File: src/rtl/vmat_pkg.sv
// Shared definitions for the vector matrix-multiply sequencer.
package vmat_pkg;

   typedef enum logic [1:0] {
      IDLE,
      CHECK,
      RUN,
      DONE
   } state_t;

   localparam int unsigned ELEM_BYTES = 4;
   localparam int unsigned ELEM_SHIFT = 2;

endpackage

File: src/rtl/vmatmul_ctrl_if.sv
// Command, stall/abort and per-iteration output bundle of the matmul sequencer.
interface vmatmul_ctrl_if #(
   parameter int unsigned ADDR_W = 32,
   parameter int unsigned DIM_W  = 16,
   parameter int unsigned CNT_W  = 32
);

   logic              start;
   logic [ADDR_W-1:0] addr_m1;
   logic [ADDR_W-1:0] addr_m2;
   logic [ADDR_W-1:0] addr_m3;
   logic [DIM_W-1:0]  num_i;
   logic [DIM_W-1:0]  num_j;
   logic [DIM_W-1:0]  num_k;
   logic              stall;
   logic              abort;
   logic              busy;
   logic              done;
   logic              err;
   logic              iter_valid;
   logic [DIM_W-1:0]  cur_i;
   logic [DIM_W-1:0]  cur_j;
   logic [DIM_W-1:0]  cur_k;
   logic [ADDR_W-1:0] addr_a;
   logic [ADDR_W-1:0] addr_b;
   logic [ADDR_W-1:0] addr_c;
   logic              acc_clear;
   logic              acc_last;
   logic [CNT_W-1:0]  iter_count;

   modport master (
      output start, addr_m1, addr_m2, addr_m3, num_i, num_j, num_k, stall, abort,
      input  busy, done, err, iter_valid, cur_i, cur_j, cur_k,
      input  addr_a, addr_b, addr_c, acc_clear, acc_last, iter_count
   );

   modport slave (
      input  start, addr_m1, addr_m2, addr_m3, num_i, num_j, num_k, stall, abort,
      output busy, done, err, iter_valid, cur_i, cur_j, cur_k,
      output addr_a, addr_b, addr_c, acc_clear, acc_last, iter_count
   );

endinterface

File: src/rtl/vmat_loop_cnt.sv
// Three-level nested index counter (i outer, j middle, k inner).
module vmat_loop_cnt #(
   parameter int unsigned DIM_W = 16
) (
   input  logic             clk,
   input  logic             reset,
   input  logic             clr,
   input  logic             adv,
   input  logic [DIM_W-1:0] num_i,
   input  logic [DIM_W-1:0] num_j,
   input  logic [DIM_W-1:0] num_k,
   output logic [DIM_W-1:0] cur_i,
   output logic [DIM_W-1:0] cur_j,
   output logic [DIM_W-1:0] cur_k,
   output logic             k_wrap,
   output logic             last,
   output logic             step_k,
   output logic             step_j,
   output logic             step_i
);

   logic j_wrap;
   logic i_wrap;

   assign k_wrap = (cur_k == num_k - DIM_W'(1));
   assign j_wrap = (cur_j == num_j - DIM_W'(1));
   assign i_wrap = (cur_i == num_i - DIM_W'(1));
   assign last   = k_wrap && j_wrap && i_wrap;

   assign step_k = adv && !k_wrap;
   assign step_j = adv && k_wrap && !j_wrap;
   assign step_i = adv && k_wrap && j_wrap;

   always_ff @(posedge clk or negedge reset) begin
      if (!reset) begin
         cur_i <= '0;
         cur_j <= '0;
         cur_k <= '0;
      end else if (clr) begin
         cur_i <= '0;
         cur_j <= '0;
         cur_k <= '0;
      end else if (step_k) begin
         cur_k <= cur_k + DIM_W'(1);
      end else if (step_j) begin
         cur_k <= '0;
         cur_j <= cur_j + DIM_W'(1);
      end else if (step_i) begin
         cur_k <= '0;
         cur_j <= '0;
         cur_i <= cur_i + DIM_W'(1);
      end
   end

endmodule

File: src/rtl/vmatmul_ctrl.sv
// Matmul loop-nest sequencer: latches shape/bases, walks i/j/k one step per cycle
// and produces incrementally updated A/B/C element addresses.
module vmatmul_ctrl
   import vmat_pkg::*;
#(
   parameter int unsigned ADDR_W = 32,
   parameter int unsigned DIM_W  = 16,
   parameter int unsigned CNT_W  = 32
) (
   input logic          clk,
   input logic          reset,
   vmatmul_ctrl_if.slave bus
);

   localparam int unsigned PW = 2 * DIM_W;
   localparam logic [ADDR_W-1:0] ELEM = ADDR_W'(ELEM_BYTES);

   state_t            state;
   logic [ADDR_W-1:0] base_a, base_b, base_c;
   logic [DIM_W-1:0]  dim_i, dim_j, dim_k;
   logic [ADDR_W-1:0] step_b, rew_a, rew_b;
   logic [ADDR_W-1:0] addr_a, addr_b, addr_c;
   logic              busy, done, err, iter_valid;
   logic [CNT_W-1:0]  iter_count;

   logic [DIM_W-1:0]  cur_i, cur_j, cur_k;
   logic              k_wrap, last, step_k, step_j, step_i;
   logic              accept, adv, clr, dim_zero;
   logic [PW-1:0]     kj_prod;

   assign dim_zero = (dim_i == '0) || (dim_j == '0) || (dim_k == '0);
   assign accept   = iter_valid && !bus.stall && !bus.abort;
   assign adv      = accept && !last;
   assign clr      = (state == CHECK);
   // Only consumed while in CHECK, so the multiplier stays off the RUN path
   assign kj_prod  = PW'(dim_k - DIM_W'(1)) * PW'(dim_j);

   vmat_loop_cnt #(.DIM_W(DIM_W)) u_loop (
      .clk    (clk),
      .reset  (reset),
      .clr    (clr),
      .adv    (adv),
      .num_i  (dim_i),
      .num_j  (dim_j),
      .num_k  (dim_k),
      .cur_i  (cur_i),
      .cur_j  (cur_j),
      .cur_k  (cur_k),
      .k_wrap (k_wrap),
      .last   (last),
      .step_k (step_k),
      .step_j (step_j),
      .step_i (step_i)
   );

   always_ff @(posedge clk or negedge reset) begin
      if (!reset) begin
         state      <= IDLE;
         base_a     <= '0;
         base_b     <= '0;
         base_c     <= '0;
         dim_i      <= '0;
         dim_j      <= '0;
         dim_k      <= '0;
         step_b     <= '0;
         rew_a      <= '0;
         rew_b      <= '0;
         addr_a     <= '0;
         addr_b     <= '0;
         addr_c     <= '0;
         busy       <= 1'b0;
         done       <= 1'b0;
         err        <= 1'b0;
         iter_valid <= 1'b0;
         iter_count <= '0;
      end else begin
         case (state)
            IDLE: begin
               if (bus.start) begin
                  base_a     <= bus.addr_m1;
                  base_b     <= bus.addr_m2;
                  base_c     <= bus.addr_m3;
                  dim_i      <= bus.num_i;
                  dim_j      <= bus.num_j;
                  dim_k      <= bus.num_k;
                  err        <= 1'b0;
                  iter_count <= '0;
                  busy       <= 1'b1;
                  state      <= CHECK;
               end
            end
            CHECK: begin
               step_b <= ADDR_W'(dim_j) << ELEM_SHIFT;
               rew_a  <= ADDR_W'(dim_k - DIM_W'(1)) << ELEM_SHIFT;
               rew_b  <= ADDR_W'(kj_prod) << ELEM_SHIFT;
               addr_a <= base_a;
               addr_b <= base_b;
               addr_c <= base_c;
               if (dim_zero) begin
                  err   <= 1'b1;
                  busy  <= 1'b0;
                  done  <= 1'b1;
                  state <= DONE;
               end else begin
                  iter_valid <= 1'b1;
                  state      <= RUN;
               end
            end
            RUN: begin
               if (bus.abort) begin
                  iter_valid <= 1'b0;
                  busy       <= 1'b0;
                  done       <= 1'b1;
                  err        <= 1'b1;
                  state      <= DONE;
               end else if (!bus.stall) begin
                  iter_count <= iter_count + CNT_W'(1);
                  if (last) begin
                     iter_valid <= 1'b0;
                     busy       <= 1'b0;
                     done       <= 1'b1;
                     state      <= DONE;
                  end else if (step_k) begin
                     addr_a <= addr_a + ELEM;
                     addr_b <= addr_b + step_b;
                  end else if (step_j) begin
                     // A rewinds to row start, B rewinds to row 0 one column on
                     addr_a <= addr_a - rew_a;
                     addr_b <= addr_b - rew_b + ELEM;
                     addr_c <= addr_c + ELEM;
                  end else if (step_i) begin
                     addr_a <= addr_a + ELEM;
                     addr_b <= base_b;
                     addr_c <= addr_c + ELEM;
                  end
               end
            end
            DONE: begin
               done  <= 1'b0;
               state <= IDLE;
            end
            default: state <= IDLE;
         endcase
      end
   end

   assign bus.busy       = busy;
   assign bus.done       = done;
   assign bus.err        = err;
   assign bus.iter_valid = iter_valid;
   assign bus.cur_i      = cur_i;
   assign bus.cur_j      = cur_j;
   assign bus.cur_k      = cur_k;
   assign bus.addr_a     = addr_a;
   assign bus.addr_b     = addr_b;
   assign bus.addr_c     = addr_c;
   assign bus.acc_clear  = iter_valid && (cur_k == '0);
   assign bus.acc_last   = iter_valid && k_wrap;
   assign bus.iter_count = iter_count;

endmodule

File: src/flat_wrapper.sv
// flat-port wrapper written by rule: the top's interface ports become plain ports
module vmatmul_ctrl_flat import vmat_pkg::*;
#(
   parameter int unsigned ADDR_W = 32,
   parameter int unsigned DIM_W  = 16,
   parameter int unsigned CNT_W  = 32
)
  (clk, reset, bus_start, bus_addr_m1, bus_addr_m2, bus_addr_m3, bus_num_i, bus_num_j, bus_num_k, bus_stall, bus_abort, bus_busy, bus_done, bus_err, bus_iter_valid, bus_cur_i, bus_cur_j, bus_cur_k, bus_addr_a, bus_addr_b, bus_addr_c, bus_acc_clear, bus_acc_last, bus_iter_count);
  vmatmul_ctrl_if #(.ADDR_W(ADDR_W), .DIM_W(DIM_W), .CNT_W(CNT_W)) bus_i ();
  input logic clk;
  input logic reset;
  input wire logic [$bits(bus_i.start)-1:0] bus_start;
  input wire logic [$bits(bus_i.addr_m1)-1:0] bus_addr_m1;
  input wire logic [$bits(bus_i.addr_m2)-1:0] bus_addr_m2;
  input wire logic [$bits(bus_i.addr_m3)-1:0] bus_addr_m3;
  input wire logic [$bits(bus_i.num_i)-1:0] bus_num_i;
  input wire logic [$bits(bus_i.num_j)-1:0] bus_num_j;
  input wire logic [$bits(bus_i.num_k)-1:0] bus_num_k;
  input wire logic [$bits(bus_i.stall)-1:0] bus_stall;
  input wire logic [$bits(bus_i.abort)-1:0] bus_abort;
  output wire logic [$bits(bus_i.busy)-1:0] bus_busy;
  output wire logic [$bits(bus_i.done)-1:0] bus_done;
  output wire logic [$bits(bus_i.err)-1:0] bus_err;
  output wire logic [$bits(bus_i.iter_valid)-1:0] bus_iter_valid;
  output wire logic [$bits(bus_i.cur_i)-1:0] bus_cur_i;
  output wire logic [$bits(bus_i.cur_j)-1:0] bus_cur_j;
  output wire logic [$bits(bus_i.cur_k)-1:0] bus_cur_k;
  output wire logic [$bits(bus_i.addr_a)-1:0] bus_addr_a;
  output wire logic [$bits(bus_i.addr_b)-1:0] bus_addr_b;
  output wire logic [$bits(bus_i.addr_c)-1:0] bus_addr_c;
  output wire logic [$bits(bus_i.acc_clear)-1:0] bus_acc_clear;
  output wire logic [$bits(bus_i.acc_last)-1:0] bus_acc_last;
  output wire logic [$bits(bus_i.iter_count)-1:0] bus_iter_count;
  assign bus_i.start = bus_start;
  assign bus_i.addr_m1 = bus_addr_m1;
  assign bus_i.addr_m2 = bus_addr_m2;
  assign bus_i.addr_m3 = bus_addr_m3;
  assign bus_i.num_i = bus_num_i;
  assign bus_i.num_j = bus_num_j;
  assign bus_i.num_k = bus_num_k;
  assign bus_i.stall = bus_stall;
  assign bus_i.abort = bus_abort;
  assign bus_busy = bus_i.busy;
  assign bus_done = bus_i.done;
  assign bus_err = bus_i.err;
  assign bus_iter_valid = bus_i.iter_valid;
  assign bus_cur_i = bus_i.cur_i;
  assign bus_cur_j = bus_i.cur_j;
  assign bus_cur_k = bus_i.cur_k;
  assign bus_addr_a = bus_i.addr_a;
  assign bus_addr_b = bus_i.addr_b;
  assign bus_addr_c = bus_i.addr_c;
  assign bus_acc_clear = bus_i.acc_clear;
  assign bus_acc_last = bus_i.acc_last;
  assign bus_iter_count = bus_i.iter_count;
  vmatmul_ctrl #(.ADDR_W(ADDR_W), .DIM_W(DIM_W), .CNT_W(CNT_W)) u_core (.clk(clk), .reset(reset), .bus(bus_i));
endmodule
File: config.mk
export PLATFORM = sky130hd
export DESIGN_NAME = vmatmul_ctrl_flat
export DESIGN_NICKNAME = d
export VERILOG_FILES = /design/src/rtl/vmat_pkg.sv /design/src/rtl/vmatmul_ctrl_if.sv /design/src/rtl/vmat_loop_cnt.sv /design/src/rtl/vmatmul_ctrl.sv /design/src/flat_wrapper.sv
export SDC_FILE = /design/constraint.sdc
export NUM_CORES = 2
export LEC_CHECK = 0
export BUFFER_PORTS_ARGS = -buffer_cell sky130_fd_sc_hd__buf_4
export CAP_MARGIN = 20
export CORE_ASPECT_RATIO = 1.25
export CORE_MARGIN = 3
export CORE_UTILIZATION = 65
export CTS_CLUSTER_DIAMETER = 100
export CTS_CLUSTER_SIZE = 14
export DETAILED_ROUTE_END_ITERATION = 8
export PLACE_DENSITY = 0.89
export SLEW_MARGIN = 0
export SYNTH_ARGS = -nofsm -noshare
export SYNTH_HDL_FRONTEND = slang
export SYNTH_SLANG_ARGS = --single-unit
File: constraint.sdc
create_clock -name clk -period 13.3 [get_ports clk]
set_input_delay 1.33 -clock clk [delete_from_list [all_inputs] [get_ports clk]]
set_output_delay 1.33 -clock clk [all_outputs]
set_load 0.005 [all_outputs]
==> implementation parameters <==
Parameter                              Value

Outcome
  Run status    complete, no violations

STA
  Post-Route Skew    28.0 ps
  Final hold violation count    0
  Total count of max-transition violations in the final report    0
  Minimum setup slack in the final design    4600 ps
  Post-route fraction of the period consumed by the critical path    65.4%
  Setup tns final    0 ps
  Maximum clock frequency    0.115 GHz
  Slew at the pin with the worst max-slew slack    approximately 1200 ps
  Headroom to the max-slew limit    16.6%
  Final setup violating endpoints    0
  Unrepaired setup endpoints after global routing    no
  Final worst path period need    8700 ps

Worst setup path
  Critical path endpoint    u_core.rew_b[31]
  Critical Path AT    9140 ps
  Startpoint class of the critical path    flop
  Critical path origin    u_core.dim_k[0]
  R2R setup slack    4600 ps
  CP Data Required Time    13740 ps
  Cell count of the worst reg-to-reg path    27
  Worst Path Max Fanout    18
  Launch point of the worst reg-to-reg path    u_core.dim_k[0]
  Crit Path Class    reg -> reg
  Reg-to-reg endpoint    u_core.rew_b[31]
  CP endpoint kind    flop

Yosys
  Net count after synthesis    4226
  Yosys synthesis warning count    0
  Post-synth top flop    sky130_fd_sc_hd__dfrtp_1
  Async set or reset register ratio after synthesis    100%
  Most frequent cell after synthesis    sky130_fd_sc_hd__dfrtp_1
  Mean cell area of the mapped netlist    9.30 µm²
  Cell types with the largest area share after synthesis    sky130_fd_sc_hd__dfrtp_1, sky130_fd_sc_hd__fa_1, sky130_fd_sc_hd__ha_1, sky130_fd_sc_hd__mux2_2, sky130_fd_sc_hd__inv_1
  Fraction of post-synthesis cell area in the top cell type by area    28.8%
  Post-Synthesis Cells    3638
  Unique cell type count in the Yosys netlist    91
  Number of enable-type register cells in the synthesized netlist    0
  Post-synthesis register bit count    389
  Fraction of the yosys area taken by sequential cells    28.8%
  Most frequent cells after synthesis    sky130_fd_sc_hd__dfrtp_1, sky130_fd_sc_hd__inv_1, sky130_fd_sc_hd__nand2_1
  Largest area contributor in the synthesized netlist    sky130_fd_sc_hd__dfrtp_1
  Synthesized cell area    between 0.03 and 0.04 mm²

Floorplan
  Die Height    261 µm
  Effective utilization at floorplan    about two thirds
  Die area    roughly 0.055 mm²
  Placeable Area    0.0510 mm²
  Boundary Pins    about 330
  Die extent in x    210 µm
  Count of standard-cell rows    roughly 90

Clocking
  Resize count post-CTS    0
  H-tree Lvls    2
  Total clock buffers created by CTS    34
  Clock slew seen by the registers of the worst setup and hold paths    60 ps
  Max Buffers Root-to-Sink    3
  Sinks on the clock net    389
  Source-to-sink clock delay at the later pin of the worst-skew pair    570 ps
  Cell at the root of the clock tree    sky130_fd_sc_hd__clkbuf_16
  CTS tree    built
  Post-CTS Hold Buffers    0
  Total setup buffers inserted after CTS    0

Cells and area
  Layout cell share with drive strength beyond 1    16.6%
  Util after Layout    roughly three quarters
  Area Growth Syn to Fin    11.8%
  Number of nets in the layout    ~4500

GRT
  GRT Total Usage    35.9%
  Most used routing layer    met2
  Met3 layer usage reported by global route    8.10%
  Number of global-route vias before repair    29500
  Antenna violations before repair    3
  Largest net degree at the start of global routing    162
  Overall overflow remaining after global route    0
  Global-route wire length before repair    157000 µm
  Global Route met2 Usage    59.1%
  Grt met1 use    44.0%

Drt
  Count of routing violations after the opening detailed-route iteration    2336
  Number of remaining DRC errors    0
  Antenna Violating Nets Remaining    0
  Routed wire length    98800 µm
  Count of vias placed by the detailed router    28800
  Vias per cell    6.35
  Wire length per cell after detailed routing    21.8 µm
  Router iterations before antenna repair    8

Place
  Quantity of I/O buffers inserted on ports    330
  Placer Congestion    0.953
  Post-detail-place hpwl    73700 µm
  Worst-case setup slack after placement    4720 ps

Flow run
  Total of max-cap violations    0

Min path
  Type of the worst min-delay path    reg -> reg
  Number of cells on the worst hold path    1
## critical path: stages (launching register included)
cell                        delay, ps
sky130_fd_sc_hd__dfrtp_1          660
sky130_fd_sc_hd__inv_1            310
sky130_fd_sc_hd__ha_1             290
sky130_fd_sc_hd__or3b_2           560
sky130_fd_sc_hd__nor3_1           340
sky130_fd_sc_hd__xor2_1           190
sky130_fd_sc_hd__buf_4            270
sky130_fd_sc_hd__nand2_1          120
sky130_fd_sc_hd__fa_1             580
sky130_fd_sc_hd__inv_1             60
sky130_fd_sc_hd__fa_1             470
sky130_fd_sc_hd__ha_1             210
sky130_fd_sc_hd__fa_1             480
sky130_fd_sc_hd__inv_1             50
sky130_fd_sc_hd__fa_1             540
sky130_fd_sc_hd__inv_1             50
sky130_fd_sc_hd__fa_1             440
sky130_fd_sc_hd__ha_1             340
sky130_fd_sc_hd__o21a_1           140
sky130_fd_sc_hd__o21a_1           170
sky130_fd_sc_hd__a211oi_1         100
sky130_fd_sc_hd__o21ai_0          290
sky130_fd_sc_hd__a31oi_1          220
sky130_fd_sc_hd__o31ai_1          570
sky130_fd_sc_hd__a21oi_1          190
sky130_fd_sc_hd__a2111oi_0        520
sky130_fd_sc_hd__o21ai_0          160
sky130_fd_sc_hd__a31o_2           250
## worst min path at each step
| stage | start | end | slack [ps] |
|---|---|---|---|
| after global routing | u_core.base_a[0] | u_core.bus.addr_a[0] | 520 |
| after global placement | u_core.base_c[14] | u_core.bus.addr_c[14] | 460 |
| after CTS | u_core.base_a[0] | u_core.bus.addr_a[0] | 500 |
| after floorplan | u_core.base_a[2] | u_core.bus.addr_a[2] | 450 |
| final | u_core.base_a[22] | u_core.base_a[22] | 500 |
| after detailed placement | u_core.base_c[14] | u_core.bus.addr_c[14] | 470 |
## per-stage QoR
stage	cell area, µm²	hold WS (ps)	cells
floorplan	33800	450	3638
CTS	37800	502	4529
detailed placement	36900	472	4489
global placement	36800	463	4488
finish	37800	501	4531
global route	37800	518	4529
## flip-flops by register name (all words and copies together), names as in the netlist, 2 cells and up
register and cells:
u_core.base_a 32, u_core.base_b 32, u_core.base_c 32, u_core.bus.addr_a 32, u_core.bus.addr_b 32, u_core.bus.addr_c 32, u_core.bus.iter_count 32, u_core.dim_i 16
u_core.dim_j 16, u_core.dim_k 16, u_core.rew_a 17, u_core.rew_b 30, u_core.state 2, u_core.step_b 16, u_core.u_loop.cur_i 16, u_core.u_loop.cur_j 16
u_core.u_loop.cur_k 16
## area by class of cell
| class | count | area, µm² |
|---|---|---|
| antenna | 2 | 5.00 |
| clock buffer | 34 | 851 |
| fill | 3480 | 13200 |
| timing repair buffer | 379 | 2890 |
| sequential | 389 | 9730 |
| multi-input combinational | 2694 | 22000 |
| clock inverter | 6 | 109 |
| tap | 658 | 823 |
| inverter | 369 | 1390 |
## cells by family (layout without fill, tap and decap cells)
group	Yosys count	in the layout	synth area share, %
AND/OR/NAND/NOR	1136	1136	16.8
AO/OA/AOI/OAI	667	667	12.8
buffers and inverters	555	788	6.33
adder cells (fa/ha/maj)	439	439	21.9
flip-flops	389	389	28.8
XOR/XNOR	249	249	6.78
multiplexers	203	203	6.62
other	0	2	0
## layout by cell type (no fill, tap or decap), types with 40 or more instances in the layout
cell type / Yosys / final
sky130_fd_sc_hd__o21ai_0: 173 / 173
sky130_fd_sc_hd__dfrtp_1: 389 / 389
sky130_fd_sc_hd__xnor2_1: 118 / 118
sky130_fd_sc_hd__inv_1: 369 / 368
sky130_fd_sc_hd__and2_1: 111 / 111
sky130_fd_sc_hd__a31oi_1: 40 / 40
sky130_fd_sc_hd__nand2_1: 366 / 365
sky130_fd_sc_hd__nand3_1: 85 / 85
sky130_fd_sc_hd__nor3_1: 58 / 57
sky130_fd_sc_hd__xor2_1: 123 / 122
sky130_fd_sc_hd__nor2_1: 209 / 208
sky130_fd_sc_hd__ha_1: 184 / 182
sky130_fd_sc_hd__nor2b_1: 40 / 40
sky130_fd_sc_hd__fa_1: 255 / 255
sky130_fd_sc_hd__mux2_2: 167 / 167
sky130_fd_sc_hd__a21oi_1: 156 / 155
sky130_fd_sc_hd__and3_1: 63 / 63
sky130_fd_sc_hd__buf_4: 3 / 376
## routing by layer
metal	up-vias	share of wire, %
li1	12800	-
met1	14100	37
met2	1429	48
met3	381	9.1
met4	2	6.4
met5	-	0.013
Power is left out: the tool's default activity adds up to more than one toggle a clock period on the data nets, which glitch-free logic cannot reach.
